[config.mk]
export PLATFORM = sky130hd
export DESIGN_NAME = fir_coeff_ctrl
export DESIGN_NICKNAME = d
export VERILOG_FILES = /design/src/rtl/fir_coeff_ctrl.sv
export SDC_FILE = /design/constraint.sdc
export NUM_CORES = 1
export LEC_CHECK = 0
export BUFFER_PORTS_ARGS = -buffer_cell sky130_fd_sc_hd__buf_2
export CAP_MARGIN = 20
export CORE_ASPECT_RATIO = 0.5
export CORE_MARGIN = 3
export CORE_UTILIZATION = 59
export CTS_BUF_LIST = sky130_fd_sc_hd__clkbuf_16
export DETAILED_ROUTE_END_ITERATION = 8
export GPL_ROUTABILITY_DRIVEN = 1
export GPL_TIMING_DRIVEN = 0
export PLACE_DENSITY_LB_ADDON = 0.25
export SLEW_MARGIN = 20
export SYNTH_ARGS = -nofsm -noshare
export SYNTH_HDL_FRONTEND = slang
export SYNTH_SLANG_ARGS = --single-unit
export TNS_END_PERCENT = 1
[constraint.sdc]
create_clock -name clk -period 22.7 [get_ports clk]
set_input_delay 2.27 -clock clk [delete_from_list [all_inputs] [get_ports clk]]
set_output_delay 2.27 -clock clk [all_outputs]
set_load 0.02 [all_outputs]
[src/rtl/fir_coeff_ctrl.sv]
// Double-buffered coefficient controller for a symmetric FIR: shadow/active banks, swap FSM, output masking.
// Optional feature: define FIR_CTRL_READBACK_EN to add a registered active-bank read port (cfg_rd_addr/cfg_rd_data).
module fir_coeff_ctrl #(
  parameter int DW      = 18,
  parameter int N_UNIQ  = 9,
  parameter int AW      = 4,
  parameter int FLUSH_N = 17
) (
  input  logic                 clk,
  input  logic                 reset,
  input  logic                 cfg_wr_valid,
  output logic                 cfg_wr_ready,
  input  logic [AW-1:0]        cfg_wr_addr,
  input  logic [DW-1:0]        cfg_wr_data,
  input  logic                 cfg_commit,
  output logic                 cfg_busy,
  output logic                 cfg_err,
`ifdef FIR_CTRL_READBACK_EN
  input  logic [AW-1:0]        cfg_rd_addr,
  output logic [DW-1:0]        cfg_rd_data,
`endif
  input  logic                 s_valid,
  output logic                 s_ready,
  input  logic [DW-1:0]        s_data,
  output logic                 fir_clk_ena,
  output logic                 fir_i_valid,
  output logic [DW-1:0]        fir_i_in,
  input  logic                 fir_o_valid,
  input  logic [DW-1:0]        fir_o_out,
  output logic                 m_valid,
  output logic [DW-1:0]        m_data,
  output logic [N_UNIQ*DW-1:0] coeff_flat
);

  localparam int            CW         = (FLUSH_N < 1) ? 1 : $clog2(FLUSH_N + 1);
  localparam logic [CW-1:0] FLUSH_LOAD = CW'(FLUSH_N);

  typedef enum logic [1:0] {
    IDLE  = 2'd0,
    SWAP  = 2'd1,
    FLUSH = 2'd2
  } state_t;

  state_t        state_reg, state_next;
  logic [CW-1:0] cnt_reg, cnt_next;
  logic          cfg_err_reg, cfg_err_next;
  logic          m_valid_reg;
  logic [DW-1:0] m_data_reg;

  logic wr_fire;
  logic wr_in_range;
  logic in_swap;
  logic mask_active;
  logic pass_pulse;

  assign in_swap     = (state_reg == SWAP);
  assign wr_fire     = cfg_wr_valid && cfg_wr_ready;
  assign wr_in_range = (32'(cfg_wr_addr) < N_UNIQ);
  // A zero count in FLUSH means nothing is left to hide (also the FLUSH_N=0 pass-through case).
  assign mask_active = (state_reg == FLUSH) && (cnt_reg != '0);
  assign pass_pulse  = fir_o_valid && !mask_active;

  assign cfg_wr_ready = !in_swap;
  assign s_ready      = !in_swap;
  assign cfg_busy     = (state_reg != IDLE);
  assign cfg_err      = cfg_err_reg;
  assign fir_i_valid  = s_valid && s_ready;
  assign fir_clk_ena  = s_valid && s_ready;
  assign fir_i_in     = s_data;
  assign m_valid      = m_valid_reg;
  assign m_data       = m_data_reg;

  generate
    for (genvar gi = 0; gi < N_UNIQ; gi++) begin : g_bank
      logic [DW-1:0] shadow_reg;
      logic [DW-1:0] active_reg;
      logic          wr_hit;

      assign wr_hit = wr_fire && (cfg_wr_addr == AW'(gi));

      always_ff @(posedge clk or posedge reset) begin
        if (reset) begin
          shadow_reg <= '0;
          active_reg <= '0;
        end else begin
          if (wr_hit) begin
            shadow_reg <= cfg_wr_data;
          end
          if (in_swap) begin
            active_reg <= shadow_reg;
          end
        end
      end

      assign coeff_flat[gi*DW +: DW] = active_reg;
    end
  endgenerate

  always_ff @(posedge clk or posedge reset) begin
    if (reset) begin
      state_reg   <= IDLE;
      cnt_reg     <= '0;
      cfg_err_reg <= 1'b0;
    end else begin
      state_reg   <= state_next;
      cnt_reg     <= cnt_next;
      cfg_err_reg <= cfg_err_next;
    end
  end

  always_comb begin
    state_next   = state_reg;
    cnt_next     = cnt_reg;
    cfg_err_next = cfg_err_reg;

    if (wr_fire && !wr_in_range) begin
      cfg_err_next = 1'b1;
    end

    case (state_reg)
      IDLE: begin
        if (cfg_commit) begin
          state_next = SWAP;
        end
      end
      SWAP: begin
        state_next   = FLUSH;
        cnt_next     = FLUSH_LOAD;
        cfg_err_next = 1'b0;
      end
      FLUSH: begin
        if (mask_active && fir_o_valid) begin
          cnt_next = cnt_reg - CW'(1);
        end
        // Leave as soon as the last masked pulse has been consumed.
        if ((cnt_reg == '0) || ((cnt_reg == CW'(1)) && fir_o_valid)) begin
          state_next = IDLE;
        end
      end
      default: begin
        state_next = IDLE;
      end
    endcase
  end

  always_ff @(posedge clk or posedge reset) begin
    if (reset) begin
      m_valid_reg <= 1'b0;
      m_data_reg  <= '0;
    end else begin
      m_valid_reg <= pass_pulse;
      if (pass_pulse) begin
        m_data_reg <= fir_o_out;
      end
    end
  end

`ifdef FIR_CTRL_READBACK_EN
  logic [DW-1:0] rd_mux;
  logic [DW-1:0] rd_data_reg;

  always_comb begin
    rd_mux = '0;
    for (int k = 0; k < N_UNIQ; k++) begin
      if (cfg_rd_addr == AW'(k)) begin
        rd_mux = coeff_flat[k*DW +: DW];
      end
    end
  end

  always_ff @(posedge clk or posedge reset) begin
    if (reset) begin
      rd_data_reg <= '0;
    end else begin
      rd_data_reg <= rd_mux;
    end
  end

  assign cfg_rd_data = rd_data_reg;
`endif

endmodule

# == Word-level counts from Yosys, hierarchy flattened ==
# Cells that the tools add are included.
# classes
add_sub_neg,1
muxes,7
reduce_logical,29
n_eq_ne,14
n_lt_le_gt_ge,1
# op_table
op,count
4-bit by 3-bit equality test with 1-bit output (second input constant),4
1-bit logical AND,16
5-bit one-hot mux with 2 select lines,1
4-bit by 2-bit equality test with 1-bit output (second input constant),2
2-bit one-hot mux with 3 select lines,1
2-bit nonzero test,3
5-bit by 1-bit equality test with 1-bit output (second input constant),1
5-bit logical NOT,1
5-bit two-way mux,1
5-bit nonzero test,1
5-bit by 1-bit subtractor with 5-bit output (second input constant),1
4-bit by 1-bit equality test with 1-bit output (second input constant),1
4-bit equality test (second input constant),1
4-bit logical NOT,1
4-bit less-than comparator (second input constant),1
2-bit two-way mux,2
2-bit by 1-bit != test with 1-bit output (second input constant),2
2-bit AND reduction,2
1-bit logical NOT,3
2-bit by 1-bit equality test with 1-bit output (second input constant),1
2-bit equality test (second input constant),1
2-bit logical NOT,1
1-bit two-way mux,2
2-bit != test (second input constant),1
1-bit logical OR,1
# totals
ff_bits,351
output_inout_bits,205

# == Longest topological paths before layout ==
# Gate-level depths: netlist of run 1.
# depth
word_depth,6
mapped_depth,8
mapped_depth_nobuf,5

# == Least setup slack after synthesis of run 1 ==
# Ideal clock, no wire load.
# synth_timing
path_type,input to output
from,input port s_valid
to,output port fir_i_valid
path_stages,2
required_ps,20430
path_slack_ps,17747
n_path_buf,1
t_arrival_ps,2683
path_cell_list,and2_1 buf_4
# synth_via
elab_chain_len,1
# synth_lines
element,line,text
from (decl),22,"input logic s_valid,"
1-bit logical AND,67,assign fir_i_valid = s_valid && s_ready;
to (decl),26,"output logic fir_i_valid,"
# No other way between the ends.

# == Worst setup path after layout of run 1 ==
# Ends and elaborated chain as after synthesis.

==> run metrics, run 1 <==
post-synth top area share=0.645; hold buffer count at cts=0; I/O pin cnt=269; Rows=38; vias in the first global route=9795; Gates resized, CTS repair=0; Die X=221 um; drt via density=5.38; Post-synth top cells=489 x nand2_1, 351 x dfrtp_1, 179 x mux2_2; die area=0.0251 mm^2; status=finished clean; EDFF count, synth=0; Synth Instances=1151; fin. max-slew vios=0; crit path kind=in2out; Hold Path Class=reg2reg; final std cells w/o fill=1753; Hold Violations, Final=0; Cell Area, Synth=0.0136 mm^2; endpoints failing setup=0; Total Power=2.17 mW; grt ovf=0; CTS max path bufs=3; H-tree Lvls=1; GRT Overall Usage=0.265; syn_area_per_cell=11.8 um^2; synth warn=0; Setup Fix Bufs, Post-CTS=0; Setup crit start kind=input port; Final nets=1498; drt wl/cell=18.8 um; Critical Path Sink Type=primary output; max_cap viols=0; Fmax achieved=198 MHz; RSZ-0062 raised after global routing=false; number of remaining DRC errors=0; Post-Syn Nets=1217; peak supply drop=0.0000914 V; Async SR Flop Fraction=1.00; Leak=8.59 nW; Worst Path Arrival=2.78 ns; die height=113 um; Synth cell types=37; clock-pin slew on the worst setup and hold paths=0.07 ns; Worst Path Max Fanout=2; Worst Clk Skew=0.0128 ns; Area contributors post-synth=dfrtp_1 64%, mux2_2 15%, nand2_1 13%, buf_4 1.1%, buf_2 0.88%; initial core utilization=0.615; first-pass GRT wire length=52200 um; placed insts=1701; Worst Path Required=20.43 ns; iteration-0 DRC count of the detailed router=605; Ant. Diodes=0; worst-margin pin slew=0.776 ns; CTS tree=done; Slew headroom=0.480; antenna violations before repair=5; Clk Latency, worst-skew pair=0.55 ns; CTS Root Cell=clkbuf_16; setup TNS=0 ns; ys flop type=dfrtp_1; Detail Placement HPWL=22800 um; Min Clock Period, post-route=5.06 ns; total CTS buffers=29; Yosys top cell by area=dfrtp_1; final wirelength=32900 um; largest net degree at the start of global routing=103; Seq/Total Area, Yosys=0.645; RePlAce Congestion=0.820; PwrDens=135 mW/mm^2; Yosys reg bits=351; Via Count=9439; layout cells sized above 1=0.366; IO buf count=247; clock sinks=351; core area=0.0222 mm^2; synth-to-layout area growth=18.6%; part of the cycle the worst path needs=0.223; Routed Antenna Nets=0; DRT Pass-1 Iters=5; count leader, synth=nand2_1
==> cells in the final DEF, fill, tap and decap left out, drive strengths merged, types with 5 or more instances in the layout <==
cell type,count
buf,301
nor4b,5
mux2,180
clkbuf,50
clkinv,16
nand4b,5
inv,14
dfrtp,351
o21ai,6
nand2,489
==> worst max-delay path, cell delays in order <==
cell and delay (ns):
buf_2 0.09, and2_1 0.14, buf_4 0.13, buf_2 0.15
==> final cells by class <==
cell class	instances	area, um^2
Timing Repair Buffer	250	1320
Tap cell	300	375
Clock buffer	29	726
Buffer	72	413
Clock inverter	23	108
Inverter	7	38.8
Fill cell	1548	6000
Multi-Input combinational cell	721	4390
Sequential cell	351	8780
==> per-layer routing <==
layer  vias up  part of all wire  global-route usage
met3        65             0.066              0.0476
met5         -                 0                   0
met4         0             0.030              0.0775
li1       4258                 -                   -
met2       310              0.48               0.451
met1      4806              0.42               0.357
==> power breakdown <==
group | switching (mW) | leakage [nW] | internal [mW] | total [mW]
clock network | 0.219 | 0.443 | 0.232 | 0.451
logic | 0.458 | 3.76 | 0.269 | 0.727
registers | 0.133 | 4.38 | 0.863 | 0.996
total | 0.810 | 8.59 | 1.36 | 2.17
==> path summary, 6_finish.rpt <==
path | from | endpoint | slack, ns | depth (start not counted)
max | s_valid | fir_i_valid | 17.65 | 4
min | g_bank[4].shadow_reg[3] | g_bank[4].active_reg[3] | 0.46 | 2
max reg2reg | state_reg[0] | g_bank[0].active_reg[0] | 20.40 | 8
min reg2reg | g_bank[4].shadow_reg[3] | g_bank[4].active_reg[3] | 0.46 | 2
max in group asynchronous | reset | g_bank[2].shadow_reg[13] | 19.20 | 5
min in group asynchronous | reset | m_data[2] | 1.78 | 2
==> per-stage QoR <==
step	hold slack, ns	setup WS, ns	util	cell area [um^2]
2_1_floorplan	0.433	10.69	-	13600
5_1_grt	0.467	17.61	0.729	16200
3_5_place_dp	0.444	17.65	0.691	15300
4_1_cts	0.461	17.65	0.729	16200
6_report	0.456	17.65	0.729	16200
3_3_place_gp	0.443	7.80	0.687	15200
==> kinds of logic after synthesis <==
logic type / count (synthesis) / share of synthesized area
compound gates: 16 / 0.00827
fa+ha+maj: 2 / 0.00184
buf+inv: 79 / 0.0326
flops: 351 / 0.645
mux: 180 / 0.149
simple gates: 523 / 0.164
(Power assumes the default switching activity.)
==> run 2, diff against run 1 <==
- CORE_UTILIZATION: 59 -> 50
- clock period: 22.7 -> 4.55 ns (I/O delays scaled with it)
==> run 2 against run 1 <==
Utilization shrank 11 points. Via count shrank 2.4%. Register-to-register slack lost 18 ns. Count of clock-buffer cells in the layout grew 2. Die area grew 17%. Critical path depth grew 4. Combinational power grew to 5.0 times the previous value. Power grew to 5.0 times the previous value. Sequential power grew to 5.0 times the previous value. Hold slack lost 0.34 ns. Sequential cell count is the same. Sequential share of layout area shrank 1.0 points. Critical path type is now reg2out. Largest cell class unchanged. Largest power group unchanged.
==> run metrics, run 2 (same netlist as run 1, synthesis figures left out) <==
fin. max-slew vios=0 (unchanged); Critical Path Sink Type=primary output (unchanged); CP cell instances=nor2b_1 > buf_2 > buf_6 > inv_6 > clkbuf_1 > and2_1 > buf_4 > buf_2 (was buf_2 > and2_1 > buf_4 > buf_2); crit path buf inv count=6 (was 3); layout cells sized above 1=0.367 (was 0.366); total CTS buffers=30 (was 29); Hold Violations, Final=0 (unchanged); crit path kind=reg2out (was in2out); Setup Fix Bufs, Post-CTS=0 (unchanged); Routed Antenna Nets=0 (unchanged); antenna violations before repair=3 (was 5); Final nets=1510 (was 1498); IO buf count=247 (unchanged); final wirelength=33400 um (was 32900 um); clock sinks=351 (unchanged); Rows=42 (was 38); Die X=239 um (was 221 um); Hold Path Class=in2reg (was reg2reg); Finished Core Util=0.619 (was 0.729); core area=0.0266 mm^2 (was 0.0222 mm^2); grt ovf=0 (unchanged); most common cell after layout, fill and taps aside=nand2_1 (unchanged); drt via density=5.07 (was 5.38); largest net degree at the start of global routing=37 (was 103); RePlAce Congestion=0.803 (was 0.820); I/O pin cnt=269 (unchanged); drt wl/cell=18.4 um (was 18.8 um); Worst Clk Skew=0.0150 ns (was 0.0128 ns); peak supply drop=0.000291 V (was 0.0000914 V); Min Clock Period, post-route=3.17 ns; clock-pin slew on the worst setup and hold paths=0.07 ns (about the same); Clk Latency, worst-skew pair=0.56 ns (was 0.55 ns); max incr delay on CP=0.42 ns (was 0.15 ns); CTS max path bufs=3 (unchanged); GRT Overall Usage=0.230 (was 0.265); CTS Root Cell=clkbuf_16 (unchanged); Worst Path Max Fanout=10 (was 2); first-pass GRT wire length=52300 um (was 52200 um); Detail Placement HPWL=24100 um (was 22800 um); Fmax achieved=315 MHz; vias in the first global route=9653 (was 9795); CP delay by family, top=buffers and inverters (unchanged); status=finished clean (unchanged); hold buffer count at cts=1 (was 0); PwrDens=663 mW/mm^2 (was 135 mW/mm^2); CTS tree=done (unchanged); most frequent cells in the layout=489 x nand2_1, 351 x dfrtp_1, 271 x buf_2 (unchanged); Gates resized, CTS repair=0 (unchanged); DRT Pass-1 Iters=6 (was 5); worst-margin pin slew=0.752 ns (was 0.776 ns); H-tree Lvls=1 (unchanged); Worst Path Arrival=2.72 ns (was 2.78 ns); Leak=8.70 nW (was 8.59 nW); synth-to-layout area growth=20.9% (was 18.6%); Setup crit start kind=register (was input port); Slowest-stage cell, CP=dfrtp_1 (was buf_2); die height=123 um (was 113 um); Via Count=9208 (was 9439); iteration-0 DRC count of the detailed router=616 (was 605); Ant. Diodes=0 (unchanged); RSZ-0062 raised after global routing=false (unchanged); part of the cycle the worst path needs=0.697; Slew headroom=0.496 (was 0.480); Worst Path Required=4.09 ns (was 20.43 ns); max_cap viols=0 (unchanged); die area=0.0294 mm^2 (was 0.0251 mm^2); endpoints failing setup=0 (unchanged); initial core utilization=0.512 (was 0.615); most used cell, CP=buf_2 (unchanged); Total Power=10.9 mW (was 2.17 mW); number of remaining DRC errors=0 (unchanged)
[run 2: changes by cell type in the layout (fill, tap and decap cells not counted), sizes merged]
| cell | previous run | this run |
|---|---|---|
| clkinv | 16 | 12 |
| buf | 301 | 311 |
| dlygate4sd3 | 0 | 1 |
| clkbuf | 50 | 52 |
| clkinvlp | 0 | 2 |
| inv | 14 | 15 |
[run 2: worst paths after layout]
kind,from,slack [ns],cells after the start,endpoint
max,state_reg[1],1.38,8,fir_i_valid
min,cfg_commit,0.11,2,state_reg[0]
max reg2reg,state_reg[1],2.19,7,g_bank[8].shadow_reg[6]
min reg2reg,g_bank[7].shadow_reg[5],0.46,2,g_bank[7].active_reg[5]
max in group asynchronous,reset,2.38,10,g_bank[8].shadow_reg[8]
min in group asynchronous,reset,0.44,3,g_bank[2].active_reg[3]
[run 2: routing by layer]
layer / vias to the layer above / share of wire / track usage
met4: 0 / 0.014 / 0.0434
met5: - / 0 / 0
met2: 180 / 0.51 / 0.411
met1: 4704 / 0.41 / 0.296
li1: 4287 / - / -
met3: 37 / 0.066 / 0.0449
[run 2: cell type report]
cell class,instances,area [um^2]
Buffer,72,413
Clock buffer,31,776
Clock inverter,22,90.1
Fill cell,2144,10100
Inverter,7,35.0
Multi-Input combinational cell,721,4390
Sequential cell,351,8780
Tap cell,352,440
Timing Repair Buffer,261,1540
[run 2: power by group]
group / total, mW / switching (mW) / internal (mW) / leakage, nW
logic: 3.64 / 2.28 / 1.36 / 3.86
clock network: 2.32 / 1.10 / 1.22 / 0.456
registers: 4.96 / 0.650 / 4.31 / 4.38
total: 10.9 / 4.04 / 6.88 / 8.70
[run 2: through the flow]
| step | hold slack [ns] | setup WS [ns] | cell area (um^2) | TNS, ns | instances |
|---|---|---|---|---|---|
| after CTS | 0.0956 | 1.39 | 16500 | 0 | 1817 |
| after global routing | 0.0926 | 1.31 | 16500 | 0 | 1817 |
| after global placement | 0.445 | -2.26 | 15300 | -774.96 | 1750 |
| after floorplan | 0.433 | -0.605 | 13600 | -212.49 | 1151 |
| after detailed placement | 0.446 | 1.99 | 15600 | 0 | 1763 |
| final | 0.114 | 1.38 | 16500 | 0 | 1817 |
